==> src/rtl/idiv_iter.sv <==
// idiv_iter: iterative restoring integer divider, 32/64-bit signed/unsigned, quotient or remainder with ALU flags.
module idiv_iter #(
  parameter int BITS_PER_CYC = 1,
  parameter int WIDTH = 64
) (
  input  logic             clk,
  input  logic             rst,
  input  logic             clkEn,
  input  logic             en,
  input  logic [2:0]       op,
  input  logic [WIDTH:0]   R,
  input  logic [WIDTH:0]   C,
  input  logic             kill,
  output logic             busy,
  output logic [WIDTH:0]   Res,
  output logic             Res_valid,
  output logic [5:0]       flg,
  output logic             dz
);
  localparam int H = WIDTH / 2;
  localparam int CW = $clog2(WIDTH) + 1;
  localparam logic [WIDTH-1:0] MN_L = {1'b1, {(WIDTH-1){1'b0}}};
  localparam logic [WIDTH-1:0] MN_S = {{(H+1){1'b1}}, {(H-1){1'b0}}};
  localparam logic [WIDTH-1:0] LO = {{H{1'b0}}, {H{1'b1}}};

  typedef enum logic [2:0] {IDLE, PREP, ITER, FIX, DONE} state_t;

  state_t           state_q, state_d;
  logic [2:0]       op_q, op_d;
  logic [WIDTH-1:0] r_q, r_d, c_q, c_d, quo_q, quo_d, dvs_q, dvs_d, res_q, res_d;
  logic [WIDTH:0]   rem_q, rem_d;
  logic [CW-1:0]    cnt_q, cnt_d;
  logic             qneg_q, qneg_d, rneg_q, rneg_d, zero_q, zero_d, ovf_q, ovf_d, dz_q, dz_d;
  logic [5:0]       flg_q, flg_d;
  logic             sh, sg, a_sn, b_sn, sf;
  logic [WIDTH-1:0] a, b, a_abs, b_abs, qt, qv, rv, mask, res;
  logic [WIDTH:0]   rm, diff;
  logic             unused_tags;

  assign unused_tags = R[WIDTH] ^ C[WIDTH];
  assign sh = op_q[2];
  assign sg = op_q[0];
  assign busy = state_q inside {PREP, ITER, FIX};
  assign Res_valid = state_q == DONE;
  assign Res = {1'b0, res_q};
  assign flg = flg_q;
  assign dz = dz_q;

  always_comb begin
    a = sh ? {{H{sg & r_q[H-1]}}, r_q[H-1:0]} : r_q;
    b = sh ? {{H{sg & c_q[H-1]}}, c_q[H-1:0]} : c_q;
    a_sn = sg & a[WIDTH-1];
    b_sn = sg & b[WIDTH-1];
    a_abs = a_sn ? -a : a;
    b_abs = b_sn ? -b : b;
    rm = rem_q;
    qt = quo_q;
    diff = {(WIDTH+1){1'b0}};
    // The partial remainder keeps one extra bit so an unsigned 64-bit divisor never overflows the compare.
    for (int i = 0; i < BITS_PER_CYC; i++) begin
      rm = {rm[WIDTH-1:0], qt[WIDTH-1]};
      diff = rm - {1'b0, dvs_q};
      qt = {qt[WIDTH-2:0], ~diff[WIDTH]};
      rm = diff[WIDTH] ? rm : diff;
    end
    mask = sh ? LO : {WIDTH{1'b1}};
    qv = qneg_q ? -quo_q : quo_q;
    rv = rneg_q ? -rem_q[WIDTH-1:0] : rem_q[WIDTH-1:0];
    res = mask & (zero_q ? (op_q[1] ? a : {WIDTH{1'b1}}) :
                  ovf_q  ? (op_q[1] ? {WIDTH{1'b0}} : (sh ? MN_S : MN_L)) :
                  op_q[1] ? rv : qv);
    sf = sh ? res[H-1] : res[WIDTH-1];
  end

  always_comb begin
    state_d = state_q;
    op_d = op_q;
    r_d = r_q;
    c_d = c_q;
    quo_d = quo_q;
    rem_d = rem_q;
    dvs_d = dvs_q;
    cnt_d = cnt_q;
    qneg_d = qneg_q;
    rneg_d = rneg_q;
    zero_d = zero_q;
    ovf_d = ovf_q;
    res_d = res_q;
    flg_d = flg_q;
    dz_d = dz_q;
    if (kill) state_d = IDLE;
    else if (en && !busy) begin
      state_d = PREP;
      op_d = op;
      r_d = R[WIDTH-1:0];
      c_d = C[WIDTH-1:0];
    end else if (state_q == PREP) begin
      zero_d = b == '0;
      ovf_d = sg && a == (sh ? MN_S : MN_L) && b == {WIDTH{1'b1}};
      quo_d = sh ? a_abs << H : a_abs;
      rem_d = '0;
      dvs_d = b_abs;
      cnt_d = sh ? CW'(H / BITS_PER_CYC) : CW'(WIDTH / BITS_PER_CYC);
      qneg_d = a_sn ^ b_sn;
      rneg_d = a_sn;
      state_d = (zero_d || ovf_d) ? FIX : ITER;
    end else if (state_q == ITER) begin
      quo_d = qt;
      rem_d = rm;
      cnt_d = cnt_q - 1'b1;
      state_d = cnt_q == CW'(1) ? FIX : ITER;
    end else if (state_q == FIX) begin
      res_d = res;
      flg_d = {zero_q | ovf_q, zero_q | ovf_q, 1'b0, sf, res == '0, ~^res[7:0]};
      dz_d = zero_q;
      state_d = DONE;
    end else if (state_q == DONE) state_d = IDLE;
  end

  always_ff @(posedge clk or negedge rst) begin
    if (!rst) begin
      state_q <= IDLE;
      op_q <= '0;
      r_q <= '0;
      c_q <= '0;
      quo_q <= '0;
      rem_q <= '0;
      dvs_q <= '0;
      cnt_q <= '0;
      qneg_q <= 1'b0;
      rneg_q <= 1'b0;
      zero_q <= 1'b0;
      ovf_q <= 1'b0;
      res_q <= '0;
      flg_q <= '0;
      dz_q <= 1'b0;
    end else if (clkEn) begin
      state_q <= state_d;
      op_q <= op_d;
      r_q <= r_d;
      c_q <= c_d;
      quo_q <= quo_d;
      rem_q <= rem_d;
      dvs_q <= dvs_d;
      cnt_q <= cnt_d;
      qneg_q <= qneg_d;
      rneg_q <= rneg_d;
      zero_q <= zero_d;
      ovf_q <= ovf_d;
      res_q <= res_d;
      flg_q <= flg_d;
      dz_q <= dz_d;
    end
  end
endmodule

==> config.mk <==
export PLATFORM = sky130hd
export DESIGN_NAME = idiv_iter
export DESIGN_NICKNAME = d
export VERILOG_FILES = /design/src/rtl/idiv_iter.sv
export SDC_FILE = /design/constraint.sdc
export NUM_CORES = 1
export LEC_CHECK = 0
export CAP_MARGIN = 20
export CORE_UTILIZATION = 46
export CTS_CLUSTER_SIZE = 12
export DETAILED_ROUTE_END_ITERATION = 16
export PLACE_DENSITY = 0.67
export RECOVER_POWER = 50
export SLEW_MARGIN = 25
export SYNTH_ARGS = -nofsm -noshare
export SYNTH_HDL_FRONTEND = slang
export SYNTH_SLANG_ARGS = --single-unit
export TNS_END_PERCENT = 5
==> constraint.sdc <==
create_clock -name clk -period 8.85 [get_ports clk]
set_clock_uncertainty 0.15 [all_clocks]
set_input_delay 2.655 -clock clk [delete_from_list [all_inputs] [get_ports clk]]
set_output_delay 2.655 -clock clk [all_outputs]
set_load 0.01 [all_outputs]
## After elaboration in Yosys (flattened, before gate mapping)

Index checks and enable logic that the tools add are counted.

| word-level totals | value |
|---|---|
| register bits | 406 |
| input bits | 138 |
| output and inout bits | 74 |
| logic and storage cells | 87 |

| cells by class | value |
|---|---|
| $add $sub $neg | 6 |
| equal/unequal tests | 7 |
| mux-type cells | 31 |
| bitwise logic cells | 12 |
| reduce and logical (&&, ||, !) cells | 16 |

Operator list:

| cell | number |
|---|---|
| 2-to-1 mux 64 bit | 18 |
| negator 64 bit | 4 |
| zero test 64 bit | 2 |
| subtractor 65 x 64 -> 65 bit | 1 |
| AND 64 bit | 1 |
| == test 64 bit | 1 |
| == test 64 bit (second input constant) | 1 |
| 2-to-1 mux 63 bit | 1 |
| 2-to-1 mux 7 bit | 3 |
| 2-to-1 mux 3 bit | 6 |
| AND reduction 4 bit | 2 |
| XNOR reduction 8 bit | 1 |
| == test 7 x 1 -> 1 bit (second input constant) | 1 |
| subtractor 7 x 1 -> 7 bit (second input constant) | 1 |
| == test 3 x 2 -> 1 bit (second input constant) | 2 |
| AND reduction 6 bit | 1 |
| nonzero test 6 bit | 1 |
| inverter 1 bit | 5 |
| AND 1 bit | 4 |
| == test 3 x 1 -> 1 bit (second input constant) | 1 |
| == test 3 bit (second input constant) | 1 |
| logical AND 1 bit | 3 |
| 2-to-1 mux 1 bit | 3 |
| AND reduction 3 bit | 1 |
| other kinds (7) | 7 |

## Depth between registers and ports, before layout

Gate-level depths: netlist (run 1).

| depth | value |
|---|---|
| depth after elaboration | 10 |
| gate-level depth with buffers | 18 |
| gate-level depth less buffers | 17 |

## Least setup slack after synthesis (run 1)

OpenSTA, ideal clock, no wires.

| timing | value |
|---|---|
| path type | input-to-reg |
| start point | input clkEn |
| end point | register flg_q[1] (netlist: flg[1]) |
| setup time | 0.066 ns |
| arrival time | 4.439 ns |
| required time | 8.634 ns |
| slack | 4.195 ns |
| cell stages on the path | 10 |
| buffers on the path | 0 |
| cell sequence | nor2b_1 -> nand2_1 -> nor2_1 -> o221ai_1 -> a211o_1 -> nor4_1 -> nand4_1 -> nor4_1 -> nand4_1 -> nand2_1 |

| between the ends | value |
|---|---|
| longest elaborated chain between the ends | 1 |

RTL lines:

| what | line | RTL |
|---|---|---|
| from (decl) | 8 | `input logic clkEn,` |
| AND reduction 6 bit (no source line) | - |  |
| to (signal assigned) | 151 | `flg_q <= flg_d;` |
| to (decl) | 34 | `logic [5:0] flg_q, flg_d;` |

No other way between the ends.
A chain may end at the register's enable or synchronous reset.

## Worst setup path after layout (run 1)

| timing | value |
|---|---|
| start point | input clkEn |
| end point | register quo_q[0] |

| between the ends | value |
|---|---|
| longest elaborated chain between the ends | 1 |

RTL lines:

| what | line | RTL |
|---|---|---|
| AND reduction 4 bit (no source line) | - |  |
| to (signal assigned) | 142 | `quo_q <= quo_d;` |
| to (decl) | 30 | `logic [WIDTH-1:0] r_q, r_d, c_q, c_d, quo_q, quo_d, dvs_q, dvs_d, res_q, res_d;` |

No other way between the ends.

==> impl_metrics.yaml, run 1 <==
outcome:
  status: "finished with violations"
  failed_checks: "max-capacitance violations, max-slew violations"
synthesis:
  avgSynthCellArea_um2: 8.35
  synthMuxAreaShare_pct: 8.01
  synth_cell_type_count: 98
  ys_seq_area_share_pct: 34.5
  synth_top_family_by_area: "compound AO/OA/AOI/OAI gates"
  ys.flop_type: "dfrtp_1"
  synthXorXnorAreaFrac_pct: 7.71
  synth-compound-area-share_pct: 22.3
  synth_edf_count: 0
  syn_area_um2: 29400
  synthArstFlopShare_pct: 100
  ys_warn_count: 0
  syn_inst: 3523
  synth-seq-cells: 406
  synth-adder-area-share_pct: 3.26
  synth_simple_gate_area_share_pct: 19.5
finish:
  final_common_cell: "dfrtp_1"
  drive_above_1_share_pct: 8.86
  nets: 3777
  final_cell_mix: "dfrtp_1 (405), nand2_1 (392), o21ai_0 (376), a21oi_1 (224), nor2_1 (223)"
  seq_area_um2: 10200
  multi_input_area_um2: 17900
  syn_to_final_growth_pct: 13.9
  fillers: 6011
routing:
  drtAntennaViolNets: 0
  vias: 28435
  drtIter0Drc: 4046
  drcViolationCount: 0
  post_drt_via_cell_ratio: 6.40
  dr.pass1.iters: 7
  drt-wirelength-per-cell_um: 24.4
  wirelength_mm: 108
floorplanning:
  die_y_um: 255
  rows: 92
  core_um2: 63200
  start_util_pct: 46.6
  die_area_um2: 65000
  ios: 212
  die_x_um: 255
clock_tree:
  cts_resized: 0
  clockRootBuffer: "clkbuf_16"
  cts.sinks: 406
  ctsHtreeMaxLevel: 2
  cts_tree: "built"
  clkTransAtPathRegs_ps: 60
  cts_buffers: 47
  clockBufferDepth: 3
  cts_hold_buf: 0
  post_cts_buffers: 0
  clock_latency_ps: 600
timing:
  slew_violations: 144
  fmax_mhz: 144
  hold_slack_ps: 320
  finalSetupTns_ps: 0
  rsz0062_at_grt: "no"
  setup_viol: 0
  period_share_pct: 78.4
  hold_violations: 0
  period_needed_ps: 6940
  relSlewSlack_pct: -116
  worst_slew_pin_slew_ps: 3230
power_and_ir_drop:
  ir_worst_vdd_v: 0.000402
  p_leak_nw: 13.8
  power_density_nw_per_um2: 467
worst_setup_path:
  criticalPathCategory: "in -> reg"
  required_ps: 9190
  cp.arrival_ps: 7280
  critPathMaxFanout: 65
  worstSetupEndpointType: "flip-flop"
  crit_path_start_kind: "input pin"
global_routing:
  grt_max_degree: 157
  grt_pass1_wl_mm: 163
  grtUsageTotal_pct: 33.0
  grt_pass1_vias: 25559
  antenna_found_initial: 7
  grt_overflow: 0
place:
  dpl.hpwl_mm: 80.8
  globalplace.congestion: 1.05
  numPortBuffers: 207
min_path:
  hold_class: "reg -> reg"
flow_run:
  drv_cap: 3
per-stage QoR:
stage          std cells  util, %  total power [W]  worst slack (ps)  area (um^2)
5_1_grt             4445     53.0           0.0166              1690        33500
4_1_cts             4445     53.1           0.0153              3390        33600
3_5_place_dp        4360     50.6           0.0132              2780        32000
2_1_floorplan       3524        -           0.0101              4190        29400
3_3_place_gp        4360     50.6           0.0131              2830        31900
6_report            4446     53.0           0.0157              1910        33500
logic make-up after synthesis:
logic type      count (synthesis)
other cells                     1
xor+xnor                      259
compound gates               1050
buf+inv                       360
fa+ha+maj                      76
flops                         406
mux                           218
simple gates                 1153
sequential cells by signal, summed over array words and instances, names as in the netlist:
| register | cells |
|---|---|
| quo_q | 64 |
| cnt_q | 7 |
| rem_q | 64 |
| c_q | 64 |
| r_q | 64 |
| ovf_q | 1 |
| state_q | 3 |
| dvs_q | 64 |
| flg | 4 |
| op_q | 3 |
| qneg_q | 1 |
| zero_q | 1 |
| dz | 1 |
| res_q | 64 |
| rneg_q | 1 |
where the power goes:
part	internal (W)	switching [W]
Sequential	0.00263	0.00151
Combinational	0.00366	0.00581
Clock	0.00122	0.000833
Total	0.00752	0.00815
final timing paths:
path,endpoint,slack (ps),startpoint,depth (start not counted)
worst max-delay path,quo_q[0]$_DFFE_PN0P_,1910,clkEn,6
worst min register to register,res_q[22]$_DFFE_PN0P_,320,res_q[22]$_DFFE_PN0P_,2
max in group asynchronous,op_q[2]$_DFFE_PN0P_,5170,rst,2
min in group asynchronous,res_q[12]$_DFFE_PN0P_,1940,rst,1
worst min-delay path,res_q[22]$_DFFE_PN0P_,320,res_q[22]$_DFFE_PN0P_,2
worst max register to register,quo_q[0]$_DFFE_PN0P_,3390,rem_q[25]$_DFFE_PN0P_,11
synth_stat cells, types with 20 or more instances:
master / number / area, um^2
o21ai_0: 376 / 1880
nand2_1: 394 / 1480
nor4_1: 65 / 407
mux2i_1: 78 / 781
mux2_2: 140 / 1580
or3_1: 48 / 300
nand4_1: 61 / 382
or4_1: 36 / 270
and3_1: 28 / 175
ha_1: 75 / 938
nand3_1: 82 / 410
nand2b_1: 22 / 138
o31ai_1: 65 / 488
dfrtp_1: 406 / 10200
nor2_1: 227 / 852
o21a_1: 25 / 188
o41ai_1: 28 / 245
inv_1: 108 / 405
a31oi_1: 55 / 344
xnor2_1: 129 / 1130
nor2b_1: 24 / 150
a21oi_1: 224 / 1120
a211oi_1: 23 / 173
xor2_1: 130 / 1140
nor3_1: 85 / 425
a21o_1: 37 / 278
a22oi_1: 20 / 150
o211ai_1: 36 / 270
clkbuf_1: 222 / 833
layout make-up:
| type | instances | area share [%] |
|---|---|---|
| Antenna cell | 1 | 0.00746 |
| Clock buffer | 61 | 3.91 |
| Clock inverter | 24 | 0.877 |
| Inverter | 108 | 1.21 |
| Multi-Input combinational cell | 2758 | 53.5 |
| Sequential cell | 406 | 30.3 |
| Tap cell | 846 | 3.16 |
| Timing Repair Buffer | 242 | 7.02 |
worst max-delay path, cell delays in order:
cell and delay, ps:
dlygate4sd3_1 570, nor2b_1 210, nand2_4 240, clkbuf_1 2300
o21ai_0 900, a22oi_1 370
routing by layer:
layer	vias up	part of all wire [%]	track usage [%]
met3	219	12	9.56
met1	13624	44	49.2
met2	1607	40	44.7
met5	-	0.075	0
li1	12973	-	-
met4	12	3.7	11.4
Note: power is estimated with default switching activity, not from simulation.
==> run 2: changes to the inputs <==
--- a/config.mk
+++ b/config.mk
@@ -9,7 +9,7 @@
 export CORE_UTILIZATION = 46
 export CTS_CLUSTER_SIZE = 12
 export DETAILED_ROUTE_END_ITERATION = 16
-export PLACE_DENSITY = 0.67
+export PLACE_DENSITY = 0.69
 export RECOVER_POWER = 50
 export SLEW_MARGIN = 25
 export SYNTH_ARGS = -nofsm -noshare
==> constraint.sdc (replaced) <==
create_clock -name clk -period 5.78 [get_ports clk]
set_clock_uncertainty 0.15 [all_clocks]
set_input_delay 1.734 -clock clk [delete_from_list [all_inputs] [get_ports clk]]
set_output_delay 1.734 -clock clk [all_outputs]
set_load 0.01 [all_outputs]
==> impl_metrics.yaml, run 2 (same netlist as run 1, synthesis figures left out) <==
min_path:
  holdPathStages: 2
  hold_class: "reg -> reg"
  hp-start: "res_q[25]$_DFFE_PN0P_"
  holdPathEnd: "res_q[25]$_DFFE_PN0P_"
place:
  numPortBuffers: 207
  globalplace.congestion: 1.07
  dpl.hpwl_mm: 84.3
clock_tree:
  clkTransAtPathRegs_ps: 60
  cts_resized: 0
  clock_latency_ps: 620
  post_cts_buffers: 0
  cts_tree: "built"
  ctsHtreeMaxLevel: 2
  clockRootBuffer: "clkbuf_16"
  cts.sinks: 406
  cts_hold_buf: 0
  clockBufferDepth: 3
  cts_buffers: 47
routing:
  post_drt_via_cell_ratio: 6.41
  drtAntennaViolNets: 0
  wirelength_mm: 110
  drcViolationCount: 0
  dr.pass1.iters: 6
  vias: 28634
  drtIter0Drc: 4056
  drt-wirelength-per-cell_um: 24.7
timing:
  hold_slack_ps: 324
  fmax_mhz: 216
  worst_slew_pin_slew_ps: 2670
  relSlewSlack_pct: -78.2
  period_needed_ps: 4640
  period_share_pct: 80.3
  slew_violations: 191
  hold_violations: 0
  setup_viol: 0
  finalSetupTns_ps: 0
  rsz0062_at_grt: "no"
power_and_ir_drop:
  swShare_pct: 51.8
  p_int_w: 0.0117
  combPwrFrac_pct: 60.3
  power.total_w: 0.0243
  ir_worst_vdd_v: 0.000447
  power_density_nw_per_um2: 720
  p_leak_nw: 14.0
  power.switching_w: 0.0126
  pwr-share-seq_pct: 26.3
  clock_power_share_pct: 13.4
worst_setup_path:
  required_ps: 6130
  worstSetupEndpointType: "flip-flop"
  cp_slowest_cell: "a221oi_1"
  critPathMaxFanout: 8
  criticalPathCategory: "reg -> reg"
  r2r-end: "flg[1]$_DFFE_PN0P_"
  rr_startpoint: "rem_q[37]$_DFFE_PN0P_"
  regToRegSetupSlack_ps: 1140
  cp.arrival_ps: 4990
  crit_path_start_kind: "flip-flop"
  crit_top_cell: "nor4_1"
  critPathMaxStageDelay_ps: 1010
  cp_cell_sequence: "nor4_1 -> or2b_1 -> nor4_1 -> nand4_1 -> o41ai_1 -> xor2_1 -> a221oi_1 -> nor4_1 -> nand4_1 -> nand2_1"
  r2r.worst_path.cells: 10
flow_run:
  drv_cap: 3
floorplanning:
  start_util_pct: 46.6
  die_y_um: 255
  rows: 92
  core_um2: 63200
  die_area_um2: 65000
  ios: 212
  die_x_um: 255
global_routing:
  grt_max_degree: 96
  grt_pass1_wl_mm: 165
  antenna_found_initial: 8
  grt_overflow: 0
  grtUsageTotal_pct: 33.6
  grt_pass1_vias: 25666
outcome:
  failed_checks: "max-capacitance violations, max-slew violations"
  status: "finished with violations"
finish:
  final_common_cell: "dfrtp_1"
  nets: 3802
  final_cell_mix: "dfrtp_1 (405), nand2_1 (393), o21ai_0 (376), nor2_1 (224), a21oi_1 (224)"
  syn_to_final_growth_pct: 14.9
  insertedDiodeCount: 0
  drive_above_1_share_pct: 9.47
==> run 2: cell types whose count changed in the layout (fill, tap and decap cells not counted), moves of 2 or more <==
| cell | delta |
|---|---|
| clkdlybuf4s50_1 | +21 |
| dlygate4sd3_1 | -21 |
| buf_4 | +20 |
| buf_12 | +4 |
| bufinv_16 | +3 |
| clkinv_2 | -3 |
| clkbuf_2 | +2 |
| nor4_1 | -2 |
==> run 2: worst max-delay path, delay by kind of cell, from the launching register on <==
kind             cells  cell delay, ps
AO/OA/AOI/OAI        2            1430
XOR/XNOR             1             140
flip-flops           1             550
AND/OR/NAND/NOR      7            2240
==> run 2: worst max-delay path by stage <==
| stage | from | end | slack [ps] | cells past startpoint |
|---|---|---|---|---|
| final | rem_q[37]$_DFFE_PN0P_ | flg[1]$_DFFE_PN0P_ | 1140 | 10 |
| after global routing | rem_q[37]$_DFFE_PN0P_ | flg[1]$_DFFE_PN0P_ | 930 | 10 |
| after CTS | rem_q[46]$_DFFE_PN0P_ | rem_q[62]$_DFFE_PN0P_ | 1270 | 11 |
| after detailed placement | clkEn | flg[1]$_DFFE_PN0P_ | 760 | 11 |
| after global placement | clkEn | flg[1]$_DFFE_PN0P_ | 830 | 11 |
| after floorplan | clkEn | flg[1]$_DFFE_PN0P_ | 2050 | 10 |
==> run 2: layer usage <==
layer	global-route usage, %	vias to the layer above	share of wire, %
met3	9.70	204	12
met2	45.4	1618	40
met5	0	-	0.056
li1	-	13035	-
met4	12.3	12	3.8
met1	49.9	13765	44
==> run 2: cell type report <==
cell class	count	area [um^2]
Clock buffer	59	1280
Clock inverter	23	380
Fill cell	5878	29400
Inverter	108	405
Multi-Input combinational cell	2758	17900
Sequential cell	406	10200
Tap cell	846	1060
Timing Repair Buffer	267	2580
==> run 2: power groups by stage <==
| stage | logic (W) | registers, W | clock network (W) |
|---|---|---|---|
| after global routing | 0.0157 | 0.00651 | 0.00341 |
| after floorplan | 0.0103 | 0.00520 | 0 |
| after global placement | 0.0141 | 0.00626 | 0 |
| after CTS | 0.0143 | 0.00625 | 0.00330 |
| final | 0.0147 | 0.00640 | 0.00326 |
| after detailed placement | 0.0142 | 0.00630 | 0 |
==> run 2: through the flow <==
| stage | cell area, um^2 | std cells | util (%) | worst slack (ps) |
|---|---|---|---|---|
| 5_1_grt | 33800 | 4467 | 53.5 | 932 |
| 2_1_floorplan | 29400 | 3524 | - | 2050 |
| 4_1_cts | 33800 | 4466 | 53.6 | 1270 |
| 3_3_place_gp | 32200 | 4384 | 50.9 | 827 |
| 3_5_place_dp | 32200 | 4384 | 50.9 | 755 |
| 6_report | 33800 | 4467 | 53.5 | 1140 |
